**src/rtl/div_unit_pkg.sv**
```systemverilog
// Shared definitions for the multi-cycle MIPS DIV/DIVU unit: bus widths,
// FSM state encodings, handshake levels and the ALU op codes that select it.
package div_unit_pkg;

   // Register bus widths used throughout the datapath.
   localparam int REG_BUS_W        = 32;
   localparam int DOUBLE_REG_BUS_W = 64;

   // Divider FSM states.
   typedef enum logic [1:0] {
      DivFree   = 2'b00,
      DivByZero = 2'b01,
      DivOn     = 2'b10,
      DivEnd    = 2'b11
   } div_state_e;

   // Start request levels driven by EX.
   localparam logic DivStart = 1'b1;
   localparam logic DivStop  = 1'b0;

   // Result-ready levels returned to EX.
   localparam logic DivResultReady    = 1'b1;
   localparam logic DivResultNotReady = 1'b0;

   // ALU op codes that route an instruction to this unit.
   localparam logic [7:0] EXE_DIV_OP  = 8'b0001_1010;
   localparam logic [7:0] EXE_DIVU_OP = 8'b0001_1011;

endpackage

```
**src/rtl/div_unit_step.sv**
```systemverilog
// One restoring-division iteration: shift the next dividend bit into the
// partial remainder, compare against the divisor and subtract when it fits.
// Purely combinational so narrow instances can be checked exhaustively.
module div_unit_step #(
   parameter int W = 32
) (
   input  logic [W-1:0] rem_in,
   input  logic         next_bit,
   input  logic [W-1:0] divisor,
   output logic [W-1:0] rem_out,
   output logic         q_bit
);

   logic [W:0] shifted;

   // The partial remainder is always below the divisor, so after a subtract
   // the low W bits are the exact result and the extra bit only matters for
   // the comparison.
   always_comb begin
      shifted = {rem_in, next_bit};
      q_bit   = (shifted >= {1'b0, divisor});
      rem_out = q_bit ? (shifted[W-1:0] - divisor) : shifted[W-1:0];
   end

endmodule

```
**src/rtl/div_unit.sv**
```systemverilog
// Multi-cycle 32-bit divider placed beside EX. Signed operands are converted
// to magnitudes on accept, 32 restoring steps run MSB first, and the signs
// are restored on the last step. Result is {remainder, quotient}.
module div_unit
   import div_unit_pkg::*;
#(
   parameter int DATA_W = REG_BUS_W,
   parameter int CNT_W  = 6
) (
   input  logic                clk,
   input  logic                rst,
   input  logic                signed_div_i,
   input  logic [DATA_W-1:0]   opdata1_i,
   input  logic [DATA_W-1:0]   opdata2_i,
   input  logic                start_i,
   input  logic                annul_i,
   output logic [2*DATA_W-1:0] result_o,
   output logic                ready_o
);

   localparam logic [CNT_W-1:0] LAST_STEP = CNT_W'(DATA_W - 1);

   div_state_e        state;
   logic [DATA_W-1:0] dvd_q;
   logic [DATA_W-1:0] dsr;
   logic [DATA_W-1:0] rem;
   logic [CNT_W-1:0]  cnt;
   logic              sign_dvd;
   logic              sign_dsr;
   logic              signed_op;

   logic [DATA_W-1:0] step_rem;
   logic              step_q_bit;
   logic [DATA_W-1:0] quot_next;
   logic [DATA_W-1:0] quot_fixed;
   logic [DATA_W-1:0] rem_fixed;

   function automatic logic [DATA_W-1:0] cond_neg(input logic [DATA_W-1:0] v,
                                                   input logic neg);
      return neg ? (~v + 1'b1) : v;
   endfunction

   div_unit_step #(
      .W(DATA_W)
   ) u_step (
      .rem_in   (rem),
      .next_bit (dvd_q[DATA_W-1]),
      .divisor  (dsr),
      .rem_out  (step_rem),
      .q_bit    (step_q_bit)
   );

   // Dividend bits leave the top of dvd_q while quotient bits enter at the
   // bottom, so after the last step dvd_q holds the unsigned quotient; the
   // signed correction is applied to the final step's outputs.
   always_comb begin
      quot_next  = {dvd_q[DATA_W-2:0], step_q_bit};
      quot_fixed = cond_neg(quot_next, signed_op & (sign_dvd ^ sign_dsr));
      rem_fixed  = cond_neg(step_rem, signed_op & sign_dvd);
   end

   // Divider FSM and datapath; outputs change only when entering or leaving END.
   always_ff @(posedge clk) begin
      if (rst) begin
         state     <= DivFree;
         ready_o   <= DivResultNotReady;
         result_o  <= '0;
         cnt       <= '0;
         dvd_q     <= '0;
         dsr       <= '0;
         rem       <= '0;
         sign_dvd  <= 1'b0;
         sign_dsr  <= 1'b0;
         signed_op <= 1'b0;
      end else begin
         case (state)
            DivFree: begin
               if (start_i == DivStart && !annul_i) begin
                  if (opdata2_i == '0) begin
                     state <= DivByZero;
                  end else begin
                     state     <= DivOn;
                     cnt       <= '0;
                     rem       <= '0;
                     dvd_q     <= cond_neg(opdata1_i, signed_div_i & opdata1_i[DATA_W-1]);
                     dsr       <= cond_neg(opdata2_i, signed_div_i & opdata2_i[DATA_W-1]);
                     sign_dvd  <= signed_div_i & opdata1_i[DATA_W-1];
                     sign_dsr  <= signed_div_i & opdata2_i[DATA_W-1];
                     signed_op <= signed_div_i;
                  end
               end
            end
            DivByZero: begin
               if (annul_i) begin
                  state <= DivFree;
               end else begin
                  state    <= DivEnd;
                  result_o <= '0;
                  ready_o  <= DivResultReady;
               end
            end
            DivOn: begin
               if (annul_i) begin
                  state <= DivFree;
                  cnt   <= '0;
               end else begin
                  dvd_q <= quot_next;
                  rem   <= step_rem;
                  cnt   <= cnt + CNT_W'(1);
                  if (cnt == LAST_STEP) begin
                     state    <= DivEnd;
                     result_o <= {rem_fixed, quot_fixed};
                     ready_o  <= DivResultReady;
                  end
               end
            end
            DivEnd: begin
               if (annul_i || start_i == DivStop) begin
                  state    <= DivFree;
                  ready_o  <= DivResultNotReady;
                  result_o <= '0;
                  cnt      <= '0;
               end
            end
            default: begin
               state <= DivFree;
            end
         endcase
      end
   end

endmodule

```
**config.mk**
```make
export PLATFORM = sky130hd
export DESIGN_NAME = div_unit
export DESIGN_NICKNAME = d
export VERILOG_FILES = /design/src/rtl/div_unit_pkg.sv /design/src/rtl/div_unit_step.sv /design/src/rtl/div_unit.sv
export SDC_FILE = /design/constraint.sdc
export NUM_CORES = 1
export LEC_CHECK = 0
export ABC_AREA = 1
export BUFFER_PORTS_ARGS = -buffer_cell sky130_fd_sc_hd__buf_2
export CAP_MARGIN = 40
export CORE_MARGIN = 8
export CORE_UTILIZATION = 40
export CTS_CLUSTER_DIAMETER = 80
export CTS_CLUSTER_SIZE = 10
export DETAILED_ROUTE_END_ITERATION = 8
export GPL_TIMING_DRIVEN = 0
export SYNTH_ARGS = -nofsm -noshare
export SYNTH_HDL_FRONTEND = slang
export SYNTH_SLANG_ARGS = --single-unit
```
**constraint.sdc**
```tcl
create_clock -name clk -period 5.4 [get_ports clk]
set_clock_uncertainty 0.05 [all_clocks]
set_input_delay 1.08 -clock clk [delete_from_list [all_inputs] [get_ports clk]]
set_output_delay 1.08 -clock clk [all_outputs]
set_load 0.01 [all_outputs]
```
Word-level counts from Yosys, hierarchy flattened

Cells that the tools add are included.

Bits in registers: 172
Latch bits: 0
Memory bits (writable): 0
ROM bits: 0
Input port bits: 69
Output and inout port bits: 65
Memories: 0

$add $sub $neg: 6
$mul: 0
Divide/modulo/power cells: 0
Magnitude comparators: 1
Eq/ne operators: 11
Shift-type cells: 0
Muxes and demuxes: 35
Bitwise operators: 11
Reductions and logical operators: 13

Operators by type and width:

| cell                  | number |
|---|---|
| $mux 32               | 11 |
| $mux 64               | 4 |
| $pmux 64 s3           | 1 |
| $add 32x1->32 const B | 4 |
| $not 32->32           | 4 |
| $pmux 32 s2           | 2 |
| $ge 33x32->1          | 1 |
| $logic_not 32->1      | 1 |
| $sub 32x32->32        | 1 |
| $mux 6                | 4 |
| $pmux 6 s3            | 1 |
| $mux 2                | 6 |
| $ne 2x2->1 const B    | 6 |
| $pmux 2 s4            | 1 |
| $reduce_and 4->1      | 2 |
| $add 6x1->6 const B   | 1 |
| $eq 6x5->1 const B    | 1 |
| $reduce_and 3->1      | 2 |
| $reduce_bool 3->1     | 2 |
| $reduce_and 5->1      | 1 |
| $and 1x1->1           | 4 |
| $eq 2x2->1 const B    | 2 |
| $mux 1                | 4 |
| $ne 3x3->1 const B    | 1 |
| 9 further kinds       | 10 |

Logic depth before layout (Yosys ltp)

Word-level depth: 8
Depth in mapped cells: 28

Modules after synthesis

A second synthesis with hierarchy kept.

Cells, all modules: 2,327
Area total of the unflattened synthesis: 13,648.1 um2

By module, submodules not included:

| module        | instances | cells each | area an instance (um2) | sequential area each (um2) |
|---|---|---|---|---|
| div_unit      | 1         | 1,675      | 10,455.0               | 3,443.3 |
| div_unit_step | 1         | 652        | 3,193.1                | 0.0 |

Least setup slack after synthesis

OpenSTA, ideal clock, no wires.

Kind: flip-flop to flip-flop
Start point: register dsr[8]
End point: register result_o[30]
Arrival time: 3.390 ns
Path slack: 1.889 ns
Cell stages (with the launch flop): 29
Clock period less this slack: 3.511 ns
Cell sequence: dfxtp_1 > inv_1 > ha_1 > nand2_2 > inv_1 > nand2_1 > nand2_1 > inv_2 > nand3_2 > nand2_2 > nand2_4 > nand2_8 > nand2_8 > buf_8 > inv_2 > ha_1 > nand3_1 > nor3_1 > nand3_1 > nor3_2 > nand2_1 > nand2_1 > o21ai_1 > a21oi_1 > nand2_1 > a21oi_1 > o21ai_0 > a21o_1 > a21oi_1

Longest elaborated chain between the ends: 7

RTL lines:

| element                  | line                | text |
|---|---|---|
| start: declaration       | div_unit.sv:25      | `logic [DATA_W-1:0] dsr;` |
| start signal: assignment | div_unit.sv:86      | `dsr <= cond_neg(opdata2_i, signed_div_i & opdata2_i[DATA_W-1]);` |
| $ge 33x32->1             | div_unit_step.sv:21 | `q_bit = (shifted >= {1'b0, divisor});` |
| $not 32->32              | div_unit.sv:40      | `return neg ? (~v + 1'b1) : v;` |
| $add 32x1->32            | div_unit.sv:40      |  |
| $mux 32                  | div_unit.sv:40      |  |
| $mux 64                  | div_unit.sv:110     | `if (cnt == LAST_STEP) begin` |
| $mux 64                  | div_unit.sv:103     | `if (annul_i) begin` |
| $pmux 64 s3              | div_unit.sv:76      | `case (state)` |
| end signal: assignment   | div_unit.sv:112     | `result_o <= {rem_fixed, quot_fixed};` |
| end: declaration         | div_unit.sv:17      | `output logic [2*DATA_W-1:0] result_o,` |

Every way passes these cells. The select of a mux whose other input is x is not followed.
A chain may end at the register's enable or synchronous reset.

Final worst setup path

Start point: register dsr[17]
End point: register result_o[30]

The elaborated chain is that of the path after synthesis.

==> metrics.md <==
| Metric | Value |
|---|---|
| Top cells by area, synth | `dfxtp_1, nand2_1, a21oi_1` |
| Post-CTS setup buffer count | `0` |
| Flop pwr share | `a little under a quarter` |
| Num ports | `~130` |
| Post-synthesis simple-gate area fraction | `between 30 and 40%` |
| Final net count | `roughly 2400` |
| Clock tree root driver cell | `clkbuf_16` |
| Int Pwr | `around 3.3 mW` |
| H-tree levels | `4` |
| DP HPWL | `around 38000 um` |
| DRC viols | `0` |
| WP buf/inv | `5` |
| Post-synth top area share | `between 20% and 30%` |
| Fmax | `225.3 MHz` |
| Required time worst endpoint | `5720 ps` |
| Area delta synth->final | `13.55%` |
| CTS tree | `built` |
| Die area | `0.03840 sq mm` |
| Pre-CTS setup slack | `between 1000 and 1500 ps` |
| Pleak | `7.115 nW` |
| Synth Flop Type | `dfxtp_1` |
| Status | `finished clean` |
| FF+latch area | `0.003443 sq mm` |
| Final Hold Viols | `0` |
| Row cnt | `66` |
| Maximum root-to-sink buffer count | `2` |
| Final period utilization | `between 80 and 90%` |
| Vias in the first global route | `roughly 13000` |
| Psw | `~3.7 mW` |
| Top-count cell post-synth | `nand2_1` |
| Post-synth top area cell | `dfxtp_1` |
| CP arrival | `between 4000 and 5000 ps` |
| TNS Setup | `0 ps` |
| Compound-gate portion of the synthesized area | `16.06%` |
| Routed len/inst | `about 17 um` |
| TritonCTS Buffers | `17` |
| Clock sink total | `approximately 170` |
| DRT Pass-1 Iters | `5` |
| Starting Density | `40.22%` |
| Post-synth top cells | `nand2_1, inv_1, a21oi_1, dfxtp_1, nor2_1` |
| Largest net degree at the start of global routing | `19` |
| CP peak stage delay | `380 ps` |
| Final Util | `around 46%` |
| Final global-route overflow total | `0` |
| Maximum VDD drop | `roughly 300 uV` |
| Vias | `14188` |
| Yosys cell types | `54` |
| Main combinational cell family by area after synthesis | `simple AND/OR/NAND/NOR gates` |
| CP endpoint kind | `flop` |
| Die span in x | `between 150 and 200 um` |
| Top Family by Delay on Critical Path | `simple AND/OR/NAND/NOR gates` |
| Seq cells post-synth | `between 150 and 200` |
| Antenna violation net count after detailed routing | `0` |
| Most Frequent Cell on Critical Path | `nand2_1` |
| Hold-fix buffers, CTS | `0` |
| Minimum clock period | `4438 ps` |
| Fraction of layout cells with a size suffix above 1 | `13.30%` |
| Final setup fails | `0` |
| Post-synthesis mux area share | `0%` |
| Critical path launch point type | `flop` |
| Final number of max-transition violations | `0` |
| Core area | `between 0.03 and 0.04 sq mm` |
| Hold_ws | `slightly above 400 ps` |
| Mapped Area | `~0.013 sq mm` |
| Worst-Margin Slew | `about 860 ps` |
| PD cells | `between 400 and 500 mW/mm^2` |
| Area of the multi-input gates | `between 0.008 and 0.009 sq mm` |
| Worst-Skew Late Latency | `between 400 and 500 ps` |
| RSZ-0062 raised after global routing | `false` |
| Total wire length | `46780 um` |
| Synth Area in Adders | `4.211%` |
| Die height | `196.0 um` |
| Final worst slack | `961.7 ps` |
| Slew margin rel. | `between 40% and 50%` |
| Kind of critical path | `reg2reg` |
| Comb pwr share | `59.0%` |
| Post-synthesis net count | `around 2200` |
| CP max FO | `10` |
| GPL Wtd Cong | `0.9810` |
| Hold crit path type | `reg2reg` |
| Yosys warns | `0` |
| Cell count after synthesis | `2105` |
| Post-synth EDFFs | `0` |
| Sw Ratio | `between 50% and 60%` |
| Seq/Total Area, Yosys | `about a quarter` |
| Slowest-stage cell, CP | `ha_1` |
| Reg2Reg Setup Slack | `slightly below 1000 ps` |
| Clock transition at path regs | `around 80 ps` |
| Initial antenna violation count | `0` |
| Clk pwr share | `between 10% and 20%` |
| GRT Total Usage | `24.12%` |
| Filler cell count | `3542` |
| Syn avg cell area | `a little over 6 sq um` |
| First-pass GRT wire length | `between 70000 and 80000 um` |
| Post-CTS Resized | `0` |
| Mean number of vias per cell | `roughly 5.3` |
| FFs w/ async S/R, synth | `0%` |
| # diodes | `0` |
| Synth Area in XOR/XNOR | `between 5 and 6%` |
| IO Port Bufs | `133` |
| DR iter-0 viols | `around 1200` |
| Number of max-cap violations | `0` |
==> flip-flops by register name, summed over array words and instances, names as in the netlist <==
register and flops:
sign_dvd 1, cnt 6, signed_op 1, dvd_q 32, sign_dsr 1, state 2
dsr 32, rem 32, ready_o 1, result_o 64
==> final cells by class <==
type	count	area share [%]
multi-input cells	1583	55.03
plain buffers	76	2.637
clock inverters	14	0.9527
well taps	408	3.471
inverters	274	6.992
flip-flops and latches	172	23.41
clock buffers	18	2.986
repair buffers	133	4.525
==> power groups by stage <==
stage | Combinational (mW) | Clock [mW] | Sequential, mW
4_1_cts | 4.09 | 1.26 | 1.62
2_1_floorplan | 2.97 | 0 | 1.60
6_report | 4.14 | 1.25 | 1.62
3_5_place_dp | 4.07 | 0 | 1.65
3_3_place_gp | 4.04 | 0 | 1.65
5_1_grt | 4.65 | 1.31 | 1.64
==> tightest hold or removal path, delay by kind of cell, from the launching register on <==
kind	cells	cell delay, ps
flip-flops	1	310
AND/OR/NAND/NOR	1	60
AO/OA/AOI/OAI	1	50
==> per-layer routing <==
layer	routed length (um)	up-vias	global-route usage (%)	part of all wire [%]
met5	0	-	0	0
li1	-	7068	-	-
met1	21520	6617	32.45	46
met2	21180	430	39.09	45
met3	2760	73	3.564	5.9
met4	1324	0	7.945	2.8
==> placed cells by master (no fill, tap or decap), drive strengths merged, types with 13 or more instances in the layout <==
master  instances
inv           282
nand4          19
ha             42
nor2          197
o21ai         119
o211ai         14
nor3           24
or2            13
xor2           55
nand3         147
buf           155
a21oi         219
nand2         643
xnor2          33
nor4           13
dfxtp         172
clkbuf         72
==> worst paths after layout <==
check,from,end,cells past startpoint
worst min register to register,result_o[57],result_o[57],2
worst min-delay path,result_o[57],result_o[57],2
worst max-delay path,dsr[17],result_o[30],28
worst max register to register,dsr[17],result_o[30],28
==> cells by family after synthesis <==
| group | Yosys count |
|---|---|
| AND/OR/NAND/NOR | 1069 |
| AO/OA/AOI/OAI | 383 |
| buffers and inverters | 350 |
| flip-flops | 172 |
| XOR/XNOR | 88 |
| adder cells (fa/ha/maj) | 43 |
==> metrics by stage <==
step,power [mW],cell area (sq um),instances
detailed placement,5.719,14130,2646
floorplan,4.569,12950,2105
global placement,5.689,14130,2646
finish,7.015,14710,2678
CTS,6.975,14710,2678
global route,7.605,14710,2678
Power figures use the tool's default switching activity.
